## config.mk

```make
export PLATFORM = sky130hd
export DESIGN_NAME = mem_bank_arbiter_flat
export DESIGN_NICKNAME = d
export VERILOG_FILES = /design/src/rtl/mem_bank_arbiter_if.sv /design/src/rtl/mem_bank_arbiter.sv /design/src/flat_wrapper.sv
export SDC_FILE = /design/constraint.sdc
export NUM_CORES = 1
export LEC_CHECK = 0
export BUFFER_PORTS_ARGS = -buffer_cell sky130_fd_sc_hd__buf_2
export CORE_MARGIN = 5
export CORE_UTILIZATION = 43
export CTS_CLUSTER_SIZE = 20
export DETAILED_ROUTE_END_ITERATION = 10
export HOLD_SLACK_MARGIN = 0.05
export PLACE_DENSITY = 0.82
export SLEW_MARGIN = 20
export SYNTH_ARGS = -nofsm -noshare
export SYNTH_HDL_FRONTEND = slang
export SYNTH_SLANG_ARGS = --single-unit
```

## constraint.sdc

```tcl
create_clock -name clk -period 3.2 [get_ports clk]
set_input_delay 0.16 -clock clk [delete_from_list [all_inputs] [get_ports clk]]
set_output_delay 0.16 -clock clk [all_outputs]
set_load 0.1 [all_outputs]
```

## src/rtl/mem_bank_arbiter_if.sv

```systemverilog
// Requester-side handshake plus single-port memory bank strobes for mem_bank_arbiter.
// The arbiter attaches through the slave modport; requesters and the bank use master.
interface mem_bank_arbiter_if #(
    parameter int unsigned NUM_REQ = 4,
    parameter int unsigned DATA_W  = 16,
    parameter int unsigned ADDR_W  = 9
);
    logic                      hold;
    logic [NUM_REQ-1:0]        req;
    logic [NUM_REQ-1:0]        we;
    logic [NUM_REQ*ADDR_W-1:0] addr;
    logic [NUM_REQ*DATA_W-1:0] wdata;
    logic [NUM_REQ-1:0]        gnt;
    logic [NUM_REQ-1:0]        rvalid;
    logic [DATA_W-1:0]         rdata;
    logic                      busy;
    logic                      mem_wr_en;
    logic                      mem_rd_en;
    logic                      mem_chip_en;
    logic [ADDR_W-1:0]         mem_wr_addr;
    logic [ADDR_W-1:0]         mem_rd_addr;
    logic [DATA_W-1:0]         mem_wr_data;
    logic [DATA_W-1:0]         mem_rd_data;

    modport slave (
        input  hold, req, we, addr, wdata, mem_rd_data,
        output gnt, rvalid, rdata, busy,
        output mem_wr_en, mem_rd_en, mem_chip_en, mem_wr_addr, mem_rd_addr, mem_wr_data
    );

    modport master (
        output hold, req, we, addr, wdata, mem_rd_data,
        input  gnt, rvalid, rdata, busy,
        input  mem_wr_en, mem_rd_en, mem_chip_en, mem_wr_addr, mem_rd_addr, mem_wr_data
    );
endinterface

```

## src/rtl/mem_bank_arbiter.sv

```systemverilog
// Round-robin arbiter sharing one single-port memory bank among NUM_REQ requesters.
// Grants are combinational; the winning command is registered onto the bank port.
module mem_bank_arbiter #(
    parameter int unsigned NUM_REQ = 4,
    parameter int unsigned DEPTH   = 512,
    parameter int unsigned DATA_W  = 16,
    parameter int unsigned ADDR_W  = $clog2(DEPTH)
) (
    input logic               clk,
    input logic               rst,
    mem_bank_arbiter_if.slave bus
);
    localparam int unsigned IdxW = $clog2(NUM_REQ);

    if (NUM_REQ < 2 || NUM_REQ > 8) begin : g_bad_num_req
        $error("mem_bank_arbiter: NUM_REQ must be in 2..8");
    end
    if ((64'd1 << ADDR_W) < 64'(DEPTH)) begin : g_bad_addr_w
        $error("mem_bank_arbiter: ADDR_W too narrow for DEPTH");
    end

    logic [IdxW-1:0]    ptr_q;
    logic [IdxW-1:0]    win_idx;
    logic [IdxW-1:0]    cand_idx;
    logic [IdxW-1:0]    ptr_nxt;
    logic               win_found;
    int unsigned        cand;
    logic [NUM_REQ-1:0] gnt;
    logic               sel_we;
    logic [ADDR_W-1:0]  sel_addr;
    logic [DATA_W-1:0]  sel_data;

    logic               wr_en_q;
    logic               rd_en_q;
    logic               chip_en_q;
    logic [ADDR_W-1:0]  wr_addr_q;
    logic [ADDR_W-1:0]  rd_addr_q;
    logic [DATA_W-1:0]  wr_data_q;
    logic [IdxW-1:0]    rid_q;
    logic               rsp_valid_q;
    logic [IdxW-1:0]    rsp_id_q;

    // Search ptr, ptr+1, ... wrapping at NUM_REQ; first requester with req set wins.
    always_comb begin
        win_idx   = '0;
        win_found = 1'b0;
        cand      = 0;
        cand_idx  = '0;
        if (!rst && !bus.hold) begin
            for (int unsigned k = 0; k < NUM_REQ; k++) begin
                cand     = (32'(ptr_q) + k) % NUM_REQ;
                cand_idx = IdxW'(cand);
                if (!win_found && bus.req[cand_idx]) begin
                    win_found = 1'b1;
                    win_idx   = cand_idx;
                end
            end
        end
    end

    always_comb begin
        gnt      = win_found ? (NUM_REQ'(1) << win_idx) : '0;
        ptr_nxt  = (win_idx == IdxW'(NUM_REQ - 1)) ? '0 : win_idx + IdxW'(1);
        sel_we   = bus.we[win_idx];
        sel_addr = bus.addr[win_idx*ADDR_W +: ADDR_W];
        sel_data = bus.wdata[win_idx*DATA_W +: DATA_W];
    end

    always_ff @(posedge clk or posedge rst) begin
        if (rst) begin
            ptr_q       <= '0;
            wr_en_q     <= 1'b0;
            rd_en_q     <= 1'b0;
            chip_en_q   <= 1'b0;
            wr_addr_q   <= '0;
            rd_addr_q   <= '0;
            wr_data_q   <= '0;
            rid_q       <= '0;
            rsp_valid_q <= 1'b0;
            rsp_id_q    <= '0;
        end else begin
            wr_en_q   <= win_found & sel_we;
            rd_en_q   <= win_found & ~sel_we;
            chip_en_q <= win_found;
            if (win_found) begin
                ptr_q <= ptr_nxt;
                if (sel_we) begin
                    wr_addr_q <= sel_addr;
                    wr_data_q <= sel_data;
                end else begin
                    rd_addr_q <= sel_addr;
                    rid_q     <= win_idx;
                end
            end
            // Bank data arrives one cycle after the read strobe; tag it with the reader.
            rsp_valid_q <= rd_en_q;
            rsp_id_q    <= rid_q;
        end
    end

    assign bus.gnt         = gnt;
    assign bus.rvalid      = rsp_valid_q ? (NUM_REQ'(1) << rsp_id_q) : '0;
    assign bus.rdata       = bus.mem_rd_data;
    assign bus.busy        = wr_en_q | rd_en_q | rsp_valid_q;
    assign bus.mem_wr_en   = wr_en_q;
    assign bus.mem_rd_en   = rd_en_q;
    assign bus.mem_chip_en = chip_en_q;
    assign bus.mem_wr_addr = wr_addr_q;
    assign bus.mem_rd_addr = rd_addr_q;
    assign bus.mem_wr_data = wr_data_q;
endmodule
```

## src/flat_wrapper.sv

```systemverilog
// flat-port wrapper written by rule: the top's interface ports become plain ports
module mem_bank_arbiter_flat 
#(
    parameter int unsigned NUM_REQ = 4,
    parameter int unsigned DEPTH   = 512,
    parameter int unsigned DATA_W  = 16,
    parameter int unsigned ADDR_W  = $clog2(DEPTH)
)
  (clk, rst, bus_hold, bus_req, bus_we, bus_addr, bus_wdata, bus_mem_rd_data, bus_gnt, bus_rvalid, bus_rdata, bus_busy, bus_mem_wr_en, bus_mem_rd_en, bus_mem_chip_en, bus_mem_wr_addr, bus_mem_rd_addr, bus_mem_wr_data);
  mem_bank_arbiter_if #(.NUM_REQ(NUM_REQ), .DATA_W(DATA_W), .ADDR_W(ADDR_W)) bus_i ();
  input logic clk;
  input logic rst;
  input wire logic [$bits(bus_i.hold)-1:0] bus_hold;
  input wire logic [$bits(bus_i.req)-1:0] bus_req;
  input wire logic [$bits(bus_i.we)-1:0] bus_we;
  input wire logic [$bits(bus_i.addr)-1:0] bus_addr;
  input wire logic [$bits(bus_i.wdata)-1:0] bus_wdata;
  input wire logic [$bits(bus_i.mem_rd_data)-1:0] bus_mem_rd_data;
  output wire logic [$bits(bus_i.gnt)-1:0] bus_gnt;
  output wire logic [$bits(bus_i.rvalid)-1:0] bus_rvalid;
  output wire logic [$bits(bus_i.rdata)-1:0] bus_rdata;
  output wire logic [$bits(bus_i.busy)-1:0] bus_busy;
  output wire logic [$bits(bus_i.mem_wr_en)-1:0] bus_mem_wr_en;
  output wire logic [$bits(bus_i.mem_rd_en)-1:0] bus_mem_rd_en;
  output wire logic [$bits(bus_i.mem_chip_en)-1:0] bus_mem_chip_en;
  output wire logic [$bits(bus_i.mem_wr_addr)-1:0] bus_mem_wr_addr;
  output wire logic [$bits(bus_i.mem_rd_addr)-1:0] bus_mem_rd_addr;
  output wire logic [$bits(bus_i.mem_wr_data)-1:0] bus_mem_wr_data;
  assign bus_i.hold = bus_hold;
  assign bus_i.req = bus_req;
  assign bus_i.we = bus_we;
  assign bus_i.addr = bus_addr;
  assign bus_i.wdata = bus_wdata;
  assign bus_i.mem_rd_data = bus_mem_rd_data;
  assign bus_gnt = bus_i.gnt;
  assign bus_rvalid = bus_i.rvalid;
  assign bus_rdata = bus_i.rdata;
  assign bus_busy = bus_i.busy;
  assign bus_mem_wr_en = bus_i.mem_wr_en;
  assign bus_mem_rd_en = bus_i.mem_rd_en;
  assign bus_mem_chip_en = bus_i.mem_chip_en;
  assign bus_mem_wr_addr = bus_i.mem_wr_addr;
  assign bus_mem_rd_addr = bus_i.mem_rd_addr;
  assign bus_mem_wr_data = bus_i.mem_wr_data;
  mem_bank_arbiter #(.NUM_REQ(NUM_REQ), .DEPTH(DEPTH), .DATA_W(DATA_W), .ADDR_W(ADDR_W)) u_core (.clk(clk), .rst(rst), .bus(bus_i));
endmodule
```

After elaboration in Yosys (flattened, before gate mapping):

Index checks and enable logic that the tools add are counted.

* $add $sub $neg: 4
* multiplexer cells: 26
* shifts and indexed selects: 4
* multipliers: 1
* reductions and logical operators: 11
* equality and inequality tests: 1
* $lt $le $gt $ge: 5
* bitwise logic cells: 5

Operators by type and width (count)
* $shiftx 64x7->16: 1
* $shiftx 36x7->9: 1
* $lt 2x3->1 const B: 5
* $mux 1: 13
* $mux 2: 6
* $bmux 1 s2: 5
* $mux 4: 2
* $shl 1x2->4 const A: 2
* $mul 2x4->6 const B: 1
* $logic_not 1->1: 5
* $add 2x1->2 const B: 2
* $add 2x2->2 const B: 2
* $logic_and 1x1->1: 4
* $reduce_and 2->1: 2
* $and 1x1->1: 2
* $eq 2x2->1 const B: 1
* $or 1x1->1: 2
* $not 1->1: 1

* bits of input ports: 127
* register bits: 44
* word-level logic and storage cells: 67
* output and inout bits: 62

Depth between registers and ports, before layout:

* word-level depth: 20
* depth in mapped cells: 9
* gate-level depth less buffers: 8

Worst setup path before layout:

No wires, ideal clock.

* path kind: register to output
* from: register u_core.rsp_id_q[0]
* to: output bus_rvalid[0]
* arrival time: 2598 ps
* cell stages (with the launch flop): 2
* required time: 3040 ps
* setup slack: 442 ps
* buffers on the path: 0
* cell sequence: dfrtp_1 > nor3b_1

* longest elaborated chain between the ends: 2

Ends and longest elaborated chain
* from (decl): RTL line mem_bank_arbiter.sv:41 `logic [IdxW-1:0] rsp_id_q;`
* from (signal assigned): RTL line mem_bank_arbiter.sv:97 `rsp_id_q <= rid_q;`
* $shl 1x2->4: RTL line mem_bank_arbiter.sv:102 `assign bus.rvalid = rsp_valid_q ? (NUM_REQ'(1) << rsp_id_q) : '0;`
* $mux 4: RTL line mem_bank_arbiter.sv:102
* to (decl): RTL line flat_wrapper.sv:20 `output wire logic [$bits(bus_i.rvalid)-1:0] bus_rvalid;`

Every way passes these cells.

Worst setup path in the final report:

* from: register u_core.ptr_q[0]
* to: register u_core.wr_data_q[15] (netlist: u_core.bus.mem_wr_data[15])

* longest elaborated chain between the ends: 19
* elaborated cells on any way between the ends: 34
* classes of those cells: add/sub: 3; shift: 1; mux: 23; reduce/logical: 7

Ends and longest elaborated chain
* from (decl): RTL line mem_bank_arbiter.sv:22 `logic [IdxW-1:0] ptr_q;`
* from (signal assigned): RTL line mem_bank_arbiter.sv:86 `ptr_q <= ptr_nxt;`
* $bmux 1 s2: RTL line mem_bank_arbiter.sv:53 `if (!win_found && bus.req[cand_idx]) begin`
* $mux 1 (implied by the code): RTL line mem_bank_arbiter.sv:53
* $mux 1: RTL line mem_bank_arbiter.sv:53
* $mux 1: RTL line mem_bank_arbiter.sv:49 `if (!rst && !bus.hold) begin`
* $logic_not 1->1: RTL line mem_bank_arbiter.sv:53
* $logic_and 1x1->1: RTL line mem_bank_arbiter.sv:53
* $mux 1: RTL line mem_bank_arbiter.sv:53
* $mux 1: RTL line mem_bank_arbiter.sv:49
* (+2 left out)
* $mux 1: RTL line mem_bank_arbiter.sv:53
* $mux 1: RTL line mem_bank_arbiter.sv:49
* $logic_not 1->1: RTL line mem_bank_arbiter.sv:53
* $logic_and 1x1->1: RTL line mem_bank_arbiter.sv:53
* $mux 2 *: RTL line mem_bank_arbiter.sv:53
* $mux 2 *: RTL line mem_bank_arbiter.sv:49
* net u_core.win_idx[0]: RTL line mem_bank_arbiter.sv:23 `logic [IdxW-1:0] win_idx;`
* parallel branches: the longest is 3 deep, another holds $shiftx 64x7->16
* to (signal assigned): RTL line mem_bank_arbiter.sv:89 `wr_data_q <= sel_data;`
* to (decl): RTL line mem_bank_arbiter.sv:38 `logic [DATA_W-1:0] wr_data_q;`

Mark *: on every way through the listed nets, which the timed path passes. The select of a mux whose other input is x is not followed.
A chain may end at the register's enable or synchronous reset.

==> out/metrics.csv <==
stage,metric,value,unit
outcome,status,"finished, final reports clean",
logic_synthesis,syn avg cell area,11.44,um2
pwr,Max VDD drop,0.5218,mV
critical_path,crit path cell chain,"nand2b_1, a21oi_1, nor3_1, nand2_4, inv_2, mux2_4, o211ai_4, mux2_2",
timing,slew of the pin with the lowest slew margin,0.9517,ns
logic_synthesis,Yosys top cell area share,38.50,%
global_routing,met2 Usage GRT,31.65,%
layout,# nets final,521,
global_routing,vias in the first global route,2559,
layout,ANT cells,0,
global_routing,first-pass GRT wire length,12080,um
detailed_routing,Routed Wire Length,7311,um
critical_path,r2r startpoint,u_core.ptr_q[0],
detailed_routing,Via density,4.991,
layout,share of cells above drive strength 1,49.62,%
logic_synthesis,yosys warns,0,
clock_tree,root buf cell,clkbuf_8,
timing,final worst clock skew,0.005612,ns
detailed_routing,vias,2336,
floorplanning,Die H,91.56,um
detailed_routing,drt pass-1 iters,4,
pwr,Pwr Density,872.5,nW/um2
detailed_routing,Iter 0 DRT Violations,26,
global_routing,initial antenna violation count,0,
logic_synthesis,ys async rst share,100.0,%
worst_hold_path,Hold Crit Class,input port to async pin,
critical_path,Crit. End Element,register,
clock_tree,TritonCTS Buffers,5,
global_routing,GR Overflow Total,0,
clock_tree,CTS resizes,0,
critical_path,worst reg2reg setup slack,0.25,ns
logic_synthesis,syn_nets,381,
logic_synthesis,Mapped Cells,250,
logic_synthesis,"Cell Area, Synth",2860,um2
global_routing,GR Util met1,19.08,%
placed_design,IO buf count,156,
timing,setup TNS,0,ns
global_routing,GRT Resource Usage Total,17.70,%
logic_synthesis,Yosys cell types,35,
logic_synthesis,"EDFF count, synth",0,
global_routing,met3 Use GR,6.942,%
placed_design,Final GP Congestion,0.9463,
logic_synthesis,largest cells by area after synthesis,"dfrtp_1 (38%), mux2i_1 (29%), mux2_2 (6.3%)",
timing,min Tclk post-route,2.950,ns
placed_design,detailed placement HPWL,5858,um
critical_path,critical path type,register to register,
floorplanning,I/O Pins,189,
critical_path,crit path max fanout,26,
critical_path,Critical Path Source Type,register,
layout,area grow syn2layout,29.31,%
clock_tree,Clock Latency Late Sink,0.29,ns
logic_synthesis,"Primary FF master, synth",dfrtp_1,
logic_synthesis,"flops & latches, synth",44,
logic_synthesis,Synth area leader,dfrtp_1,
detailed_routing,Detail Route Antenna Nets,0,
detailed_routing,Residual DRC,0,
timing,Final Hold Fails,0,
clock_tree,CTS Sinks,44,
layout,Final Core Density,57.59,%
timing,Max-slew headroom,36.25,%
pwr,power after layout,3.227,mW
clock_tree,hold_buf cts,0,
layout,"commonest non-fill, non-tap cells in the layout","buf_2 (156), mux2i_1 (84), dfrtp_1 (44), inv_1 (21), mux2_2 (16)",
timing,Peak Freq,338.9,MHz
floorplanning,die area,8383,um2
timing,Tcrit/Tclk final,92.20,%
timing,final setup vio count,0,
layout,"most common cell after layout, fill and taps aside",buf_2,
detailed_routing,WL per Instance,15.62,um
critical_path,Worst Setup SP,u_core.ptr_q[0],
logic_synthesis,"Seq/Total Area, Yosys",38.50,%
floorplanning,Die W,91.56,um
timing,unrepaired setup endpoints after global routing,false,
clock_tree,H-tree levels,2,
flow_run,max cap viols,0,
floorplanning,Initial Util,44.54,%
clock_tree,setup bufs post-CTS,0,
critical_path,"delay-heaviest family, CP",compound AO/OA/AOI/OAI gates,
global_routing,busiest grt layer,met2,
floorplanning,num rows,29,
critical_path,CP bufs+invs,1,
critical_path,CP max stage delay,0.78,ns
floorplanning,core area,6422,um2
clock_tree,CTS tree,built,
global_routing,largest net degree at the start of global routing,45,
clock_tree,clock-pin slew on the worst setup and hold paths,0.08,ns
critical_path,worst path arrival time,3.13,ns
timing,Final Max Slew Viols,0,
critical_path,slowest CP cell,o211ai_4,
critical_path,Critical Path RT,3.38,ns
pwr,leakage power,1.981,nW
clock_tree,Clock Path Buffers,2,
==> cell usage after synthesis (3+ instances only) <==
library cell	count
mux2_1	10
dfrtp_1	44
buf_4	18
inv_1	22
and2_1	4
ha_1	4
nor2_1	5
buf_2	6
mux2_2	16
nand2b_1	5
inv_2	3
mux2i_1	84
==> registers in the layout, indices dropped and copies added, names as in the netlist <==
name / count
u_core.rsp_id_q: 2
u_core.ptr_q: 2
u_core.bus.mem_rd_addr: 9
u_core.bus.mem_chip_en: 1
u_core.rid_q: 2
u_core.bus.mem_rd_en: 1
u_core.bus.mem_wr_data: 16
u_core.bus.mem_wr_addr: 9
u_core.rsp_valid_q: 1
u_core.bus.mem_wr_en: 1
==> per-layer routing <==
metal  wire, um  part of all wire, %
met5          0                    0
met1       2624                   36
met4        148                  2.0
met2       3678                   50
met3        859                   12
==> power breakdown <==
group / switching (mW) / total (mW) / internal (mW) / leakage (nW)
clock: 0.190 / 0.421 / 0.231 / 0.0541
combinational: 1.59 / 1.95 / 0.363 / 1.41
sequential: 0.109 / 0.853 / 0.745 / 0.519
==> worst reg2reg max path: cells and delay by family, from the launching register on <==
kind | cells | cell delay (ns)
buffers and inverters | 1 | 0.13
AOI/OAI and AO/OA | 2 | 0.86
and+or+nand+nor | 3 | 0.63
DFF | 1 | 0.43
muxes | 2 | 0.79
==> cells by family after synthesis <==
logic type / synth area share (%)
buffers and inverters: 9.974
flip-flops: 38.50
multiplexers: 40.16
AO/OA/AOI/OAI: 3.237
AND/OR/NAND/NOR: 6.387
adder cells (fa/ha/maj): 1.750
==> layout make-up <==
cell class | count | area [um2]
Fill cell | 542 | 2724
Timing Repair Buffer | 160 | 810.8
Clock buffer | 5 | 68.82
Inverter | 25 | 93.84
Sequential cell | 44 | 1101
Tap cell | 77 | 96.34
Multi-Input combinational cell | 154 | 1485
Clock inverter | 3 | 42.54
==> metrics by stage <==
step	std cells	area, um2	hold WS [ns]	setup WS [ns]
after CTS	468	3699	0.1010	0.2309
after global placement	460	3587	0.3207	0.4249
final	468	3699	0.06243	0.2495
after floorplan	250	2860	0.3501	0.4424
after global routing	468	3699	0.1387	0.1184
after detailed placement	460	3587	0.3207	0.2454
==> worst paths after layout <==
check                                                  end  cells after the start
worst max-delay path            u_core.bus.mem_wr_data[15]                      8
worst min-delay path                u_core.bus.mem_chip_en                      2
worst max register to register  u_core.bus.mem_wr_data[15]                      8
worst min register to register          u_core.rsp_id_q[0]                      0
max in group asynchronous        u_core.bus.mem_wr_data[1]                      2
min in group clk                 u_core.bus.mem_wr_data[5]                      4
Note: power is estimated with default switching activity, not from simulation.
